===== config.mk =====
export PLATFORM = sky130hd
export DESIGN_NAME = fir_pe_serial
export DESIGN_NICKNAME = d
export VERILOG_FILES = /design/src/rtl/fir_pe_serial.sv
export SDC_FILE = /design/constraint.sdc
export NUM_CORES = 1
export LEC_CHECK = 0
export CAP_MARGIN = 20
export CORE_MARGIN = 3
export CORE_UTILIZATION = 55
export DETAILED_ROUTE_END_ITERATION = 12
export DONT_BUFFER_PORTS = 1
export GPL_TIMING_DRIVEN = 0
export PLACE_DENSITY = 0.74
export RECOVER_POWER = 25
export SETUP_SLACK_MARGIN = 0.2
export SYNTH_ARGS = -nofsm -noshare
export SYNTH_HDL_FRONTEND = slang
export SYNTH_SLANG_ARGS = --single-unit
export TNS_END_PERCENT = 100

===== constraint.sdc =====
create_clock -name clk -period 3.85 [get_ports clk]
set_input_delay 0.385 -clock clk [delete_from_list [all_inputs] [get_ports clk]]
set_output_delay 0.385 -clock clk [all_outputs]
set_load 0.01 [all_outputs]

===== src/rtl/fir_pe_serial.sv =====
// Digit-serial multiply-accumulate PE for a systolic FIR array.
// Collects X and Y LS-digit-first, computes Y + X*C with a double-buffered
// coefficient, and streams the result plus the forwarded sample downstream.
module fir_pe_serial #(
  parameter int DW     = 4,
  parameter int XW     = 8,
  parameter int CW     = 8,
  parameter int YW     = 16,
  parameter int SIGNED = 0,
  parameter int SAT    = 0
) (
  input  logic          clk,
  input  logic          reset,
  input  logic [CW-1:0] coef_in,
  input  logic          coef_ld,
  input  logic          rdy,
  input  logic [DW-1:0] x_in,
  input  logic [DW-1:0] y_in,
  output logic [DW-1:0] x_out,
  output logic [DW-1:0] y_out,
  output logic          vld,
  output logic          ovf
);

  localparam int NX   = XW / DW;
  localparam int NY   = YW / DW;
  localparam int CNTW = $clog2(NY + 1);
  // Full-precision width: wide enough for X*C + Y with one guard bit.
  localparam int FW   = ((XW + CW > YW) ? (XW + CW) : YW) + 1;

  typedef enum logic {IDLE, COLLECT} state_t;

  state_t          state_reg, state_next;
  logic [CNTW-1:0] cnt_reg, cnt_next;
  logic            done_reg, done_next;
  logic            take;
  logic [CNTW-1:0] dig;

  logic [XW-1:0]   x_reg;
  logic [YW-1:0]   y_reg;
  logic [CW-1:0]   shadow_reg;
  logic [CW-1:0]   coef_reg;

  logic [YW-1:0]   ox_reg;
  logic [YW-1:0]   oy_reg;
  logic            vld_reg;
  logic            ovf_reg;

  logic [FW-1:0]   xe, ce, ye, full;
  logic            x_sgn, c_sgn, y_sgn;
  logic            fits;
  logic [YW-1:0]   result;

  // Input FSM state, digit counter and end-of-collection pulse.
  always_ff @(posedge clk or posedge reset) begin
    if (reset) begin
      state_reg <= IDLE;
      cnt_reg   <= '0;
      done_reg  <= 1'b0;
    end else begin
      state_reg <= state_next;
      cnt_reg   <= cnt_next;
      done_reg  <= done_next;
    end
  end

  // Next-state logic: rdy always (re)starts at digit 0, which also makes a
  // rdy on the last digit an abort rather than a completion.
  always_comb begin
    state_next = state_reg;
    cnt_next   = cnt_reg;
    done_next  = 1'b0;
    take       = rdy || (state_reg == COLLECT);
    dig        = rdy ? '0 : cnt_reg;
    if (take) begin
      if (dig == CNTW'(NY - 1)) begin
        state_next = IDLE;
        cnt_next   = '0;
        done_next  = 1'b1;
      end else begin
        state_next = COLLECT;
        cnt_next   = dig + 1'b1;
      end
    end
  end

  // Operand capture: digits are written into place by index so an aborted
  // frame leaves nothing behind once the next full frame has been collected.
  always_ff @(posedge clk or posedge reset) begin
    if (reset) begin
      x_reg <= '0;
      y_reg <= '0;
    end else if (take) begin
      y_reg[dig*DW +: DW] <= y_in;
      if (dig < CNTW'(NX)) begin
        x_reg[dig*DW +: DW] <= x_in;
      end
    end
  end

  // Coefficient double buffer: shadow takes loads, rdy promotes it to active;
  // a load coinciding with rdy bypasses straight to the new frame.
  always_ff @(posedge clk or posedge reset) begin
    if (reset) begin
      shadow_reg <= '0;
      coef_reg   <= '0;
    end else begin
      if (coef_ld) begin
        shadow_reg <= coef_in;
      end
      if (rdy) begin
        coef_reg <= coef_ld ? coef_in : shadow_reg;
      end
    end
  end

  // Full-precision multiply-accumulate with range check and optional clamp.
  always_comb begin
    x_sgn  = (SIGNED != 0) && x_reg[XW-1];
    c_sgn  = (SIGNED != 0) && coef_reg[CW-1];
    y_sgn  = (SIGNED != 0) && y_reg[YW-1];
    xe     = {{(FW-XW){x_sgn}}, x_reg};
    ce     = {{(FW-CW){c_sgn}}, coef_reg};
    ye     = {{(FW-YW){y_sgn}}, y_reg};
    full   = xe * ce + ye;
    if (SIGNED != 0) begin
      fits = (&full[FW-1:YW-1]) || !(|full[FW-1:YW-1]);
    end else begin
      fits = !(|full[FW-1:YW]);
    end
    result = full[YW-1:0];
    if ((SAT != 0) && !fits) begin
      if (SIGNED != 0) begin
        result = full[FW-1] ? {1'b1, {(YW-1){1'b0}}} : {1'b0, {(YW-1){1'b1}}};
      end else begin
        result = '1;
      end
    end
  end

  // Output shifter: loaded on completion, otherwise shifts zeros in so the
  // pads return to 0 by themselves after the last digit.
  always_ff @(posedge clk or posedge reset) begin
    if (reset) begin
      ox_reg  <= '0;
      oy_reg  <= '0;
      vld_reg <= 1'b0;
      ovf_reg <= 1'b0;
    end else if (done_reg) begin
      ox_reg  <= xe[YW-1:0];
      oy_reg  <= result;
      vld_reg <= 1'b1;
      ovf_reg <= !fits;
    end else begin
      ox_reg  <= ox_reg >> DW;
      oy_reg  <= oy_reg >> DW;
      vld_reg <= 1'b0;
      ovf_reg <= 1'b0;
    end
  end

  assign x_out = ox_reg[DW-1:0];
  assign y_out = oy_reg[DW-1:0];
  assign vld   = vld_reg;
  assign ovf   = ovf_reg;

endmodule


==> run summary <==
outcome = finished with violations
failing checks = max-capacitance violations, max-slew violations, negative setup slack
met3 usage = 4.80%
floorplan core area = 9460 um2
routed wire length = 12000 um
GPL Wtd Cong = 0.888
data arrival time of the critical path = 4.47 ns
Clock Sinks = 71
DP Wirelength = 8250 um
final setup fails = 10
drt drc = 0
Clock transition at path regs = 0.08 ns
wire length per cell = 16.8 um
CTS tree = done
Total GRT Usage = 22.8%
Avg Inst Size Synth = 10.1 um2
TritonCTS Buffers = 9
Worst Skew = 0.00736 ns
DR pass1 iterations = 4
simple-gate portion of the synthesized area = 13.7%
post-synthesis mux area share = 10.2%
Crit Reg-Reg Startpoint = x_reg[5]
initial antenna violation count = 0
design area = 6520 um2
final cell count without fillers = 714
part of the cycle the worst path needs = 109%
Synth Area in Adders = 27.7%
Mapped Area = 5490 um2
final critical-path setup slack = -0.333 ns
largest family of logic cells by synthesized area = adder cells
GR Util met1 = 28.7%
Hold Path Origin = x_in[1]
Post-Place Cell Area = 5870 um2
leakage = 3.29 nW
vias in the first global route = 4096
Post-layout nets = 691
max_slew headroom = -81.2%
EDFF count, synth = 0
worst setup path category = reg -> reg
DR vias = 3772
number of synthesized register bits = 71
Synth Area in XOR/XNOR = 0.798%
CTS HTree Levels = 3
clk root buf = clkbuf_8
max-cap viol count = 1
Hold WC Path Type = in -> reg
Starting DRT DRC Count = 188
Antenna Cells = 0
Compound-Gate Fraction of Synth Area = 5.06%
crit path max fanout = 5
Detail Route Antenna Nets = 0
final worst path period need = 4.18 ns
cts hold-fix bufs = 0
GR Util met2 = 38.8%
Top Usage Layer GRT = met2
pin count of the biggest net entering global routing = 72
Syn Inst Count = 541
RSZ-0062 raised after global routing = yes
PortBufs = 0
Synth cell types = 49
IO Pins = 30
std cell rows = 35
crit path launch = x_reg[5]
die footprint = 11200 um2
DR vias/cell = 5.28
gr ovfl total = 0
Post-synth top flop = dfrtp_1
crit end category = register
Synth warnings = 0
Syn Nets = 652
Fillers = 717
Final Util = 68.9%
CTS max path bufs = 2
wire length of the first global-routing pass = 19800 um
Achievable Freq = 0.239 GHz
fraction of layout cells with a size suffix above 1 = 28.4%
clk_lat worst skew = 0.36 ns
DP Cell Count = 670
area delta synth->final = 18.8%
Fin. Hold Viols = 0
Seq/Total Area, Yosys = 32.4%
die height = 106 um
Initial Util = 58.0%
async set or reset register ratio after synthesis = 100%
slew at the pin with the worst max-slew slack = 2.71 ns
startpoint types = register
power per cell area = 768 nW/um2
Max IR drop VDD = 0.587 mV
die width = 106 um
Crit path required time = 4.14 ns
Final Max Tran Viols = 72
## cell usage in the layout (no fill, tap or decap), types with 3 or more instances in the layout
master,Yosys,final
a21o_1,3,3
nand2_1,58,47
nand2b_1,6,6
o21a_1,4,3
buf_4,8,30
dfrtp_1,71,65
a21oi_2,1,4
xnor2_1,4,3
nor2_1,9,6
and2_4,0,6
buf_2,4,4
ha_4,0,8
nor2b_1,4,4
nand3_1,10,7
inv_1,109,100
mux2_4,0,3
buf_8,0,6
buf_6,0,5
and2_1,39,33
ha_1,40,29
a21oi_1,11,4
fa_2,0,4
mux2_2,24,21
a21oi_4,0,4
nor2_2,2,4
mux2i_1,10,10
ha_2,0,3
clkbuf_1,13,5
fa_1,51,47
nand3_2,0,3
clkbuf_8,0,12
nand2_2,0,9
mux2_1,17,17
nor3_1,5,4
o21ai_0,6,6
inv_2,2,11
a31oi_1,3,3
dfrtp_2,0,6
## area by class of cell
class,count,area (um2),share of cell area (%)
Multi-Input combinational cell,332,3500,53.7
Sequential cell,71,1780,27.4
Inverter,112,420,6.45
Buffer,26,234,3.59
Timing Repair Buffer,28,229,3.51
Tap cell,129,161,2.48
Clock buffer,11,131,2.02
Clock inverter,5,58.8,0.902
## power breakdown
part / switching [mW] / internal, mW / total, mW
Clock: 0.303 / 0.300 / 0.603
Combinational: 1.77 / 1.57 / 3.35
Sequential: 0.131 / 0.926 / 1.06
## metrics by stage
step / worst slack, ns / setup TNS, ns / hold WS, ns / power (mW)
after floorplan: -0.0670 / -0.154 / 0.369 / 3.19
after global placement: -0.377 / -1.98 / 0.389 / 3.70
after detailed placement: -0.401 / -2.25 / 0.392 / 3.77
after CTS: -0.295 / -1.43 / 0.118 / 4.63
after global routing: -0.514 / -3.92 / 0.138 / 5.46
final: -0.333 / -2.40 / 0.146 / 5.01
## timing repair
item / CTS / global route
endpoints found under the setup margin: 11 / 11
gates cloned: 1 / 0
resized for setup: 30 / 42
pin swaps: 19 / 27
setup buffers: 14 / 13
## synthesized netlist by cell type, drive strengths merged (3+ instances only)
master,n,share of area [%]
a21o,3,0.41
a21oi,12,1.2
a31oi,3,0.34
and2,39,4.4
buf,13,1.5
clkbuf,13,0.89
dfrtp,71,32
fa,51,19
ha,40,9.1
inv,111,7.6
mux2,41,8.4
mux2i,10,1.8
nand2,58,4.0
nand2b,6,0.68
nand3,10,0.91
nor2,11,0.84
nor2b,5,0.71
nor3,5,0.46
o21a,4,0.55
o21ai,7,0.64
xnor2,4,0.64
## per-layer routing
| metal | up-vias | wire length, um |
|---|---|---|
| li1 | 1762 | - |
| met3 | 21 | 604 |
| met5 | - | 0 |
| met2 | 77 | 5990 |
| met1 | 1912 | 5150 |
| met4 | 0 | 233 |
## cell families after synthesis
group                    count (synthesis)
adder cells (fa/ha/maj)                 91
AND/OR/NAND/NOR                        144
XOR/XNOR                                 5
AO/OA/AOI/OAI                           41
flip-flops                              71
multiplexers                            51
buffers and inverters                  138
## path summary, 6_finish.rpt
check / slack [ns] / endpoint / depth (start not counted)
max in group asynchronous: 1.22 / coef_reg[6] / 1
setup reg to reg: -0.33 / oy_reg[15] / 15
min in group asynchronous: 0.89 / coef_reg[2] / 1
hold / removal: 0.15 / x_reg[1] / 2
hold reg to reg: 0.41 / vld / 0
setup / recovery: -0.33 / oy_reg[15] / 15
## critical path: stages, from the launching register on
cell      delay, ns
dfrtp_1        0.41
buf_8          0.15
nand2_4        0.04
fa_1           0.50
inv_1          0.05
fa_1           0.50
inv_2          0.05
fa_1           0.48
fa_1           0.51
inv_2          0.05
ha_4           0.23
o211a_1        0.20
o31a_1         0.14
or2_4          0.29
a221oi_4       0.29
mux2i_1        0.22
Note: power is estimated with default switching activity, not from simulation.
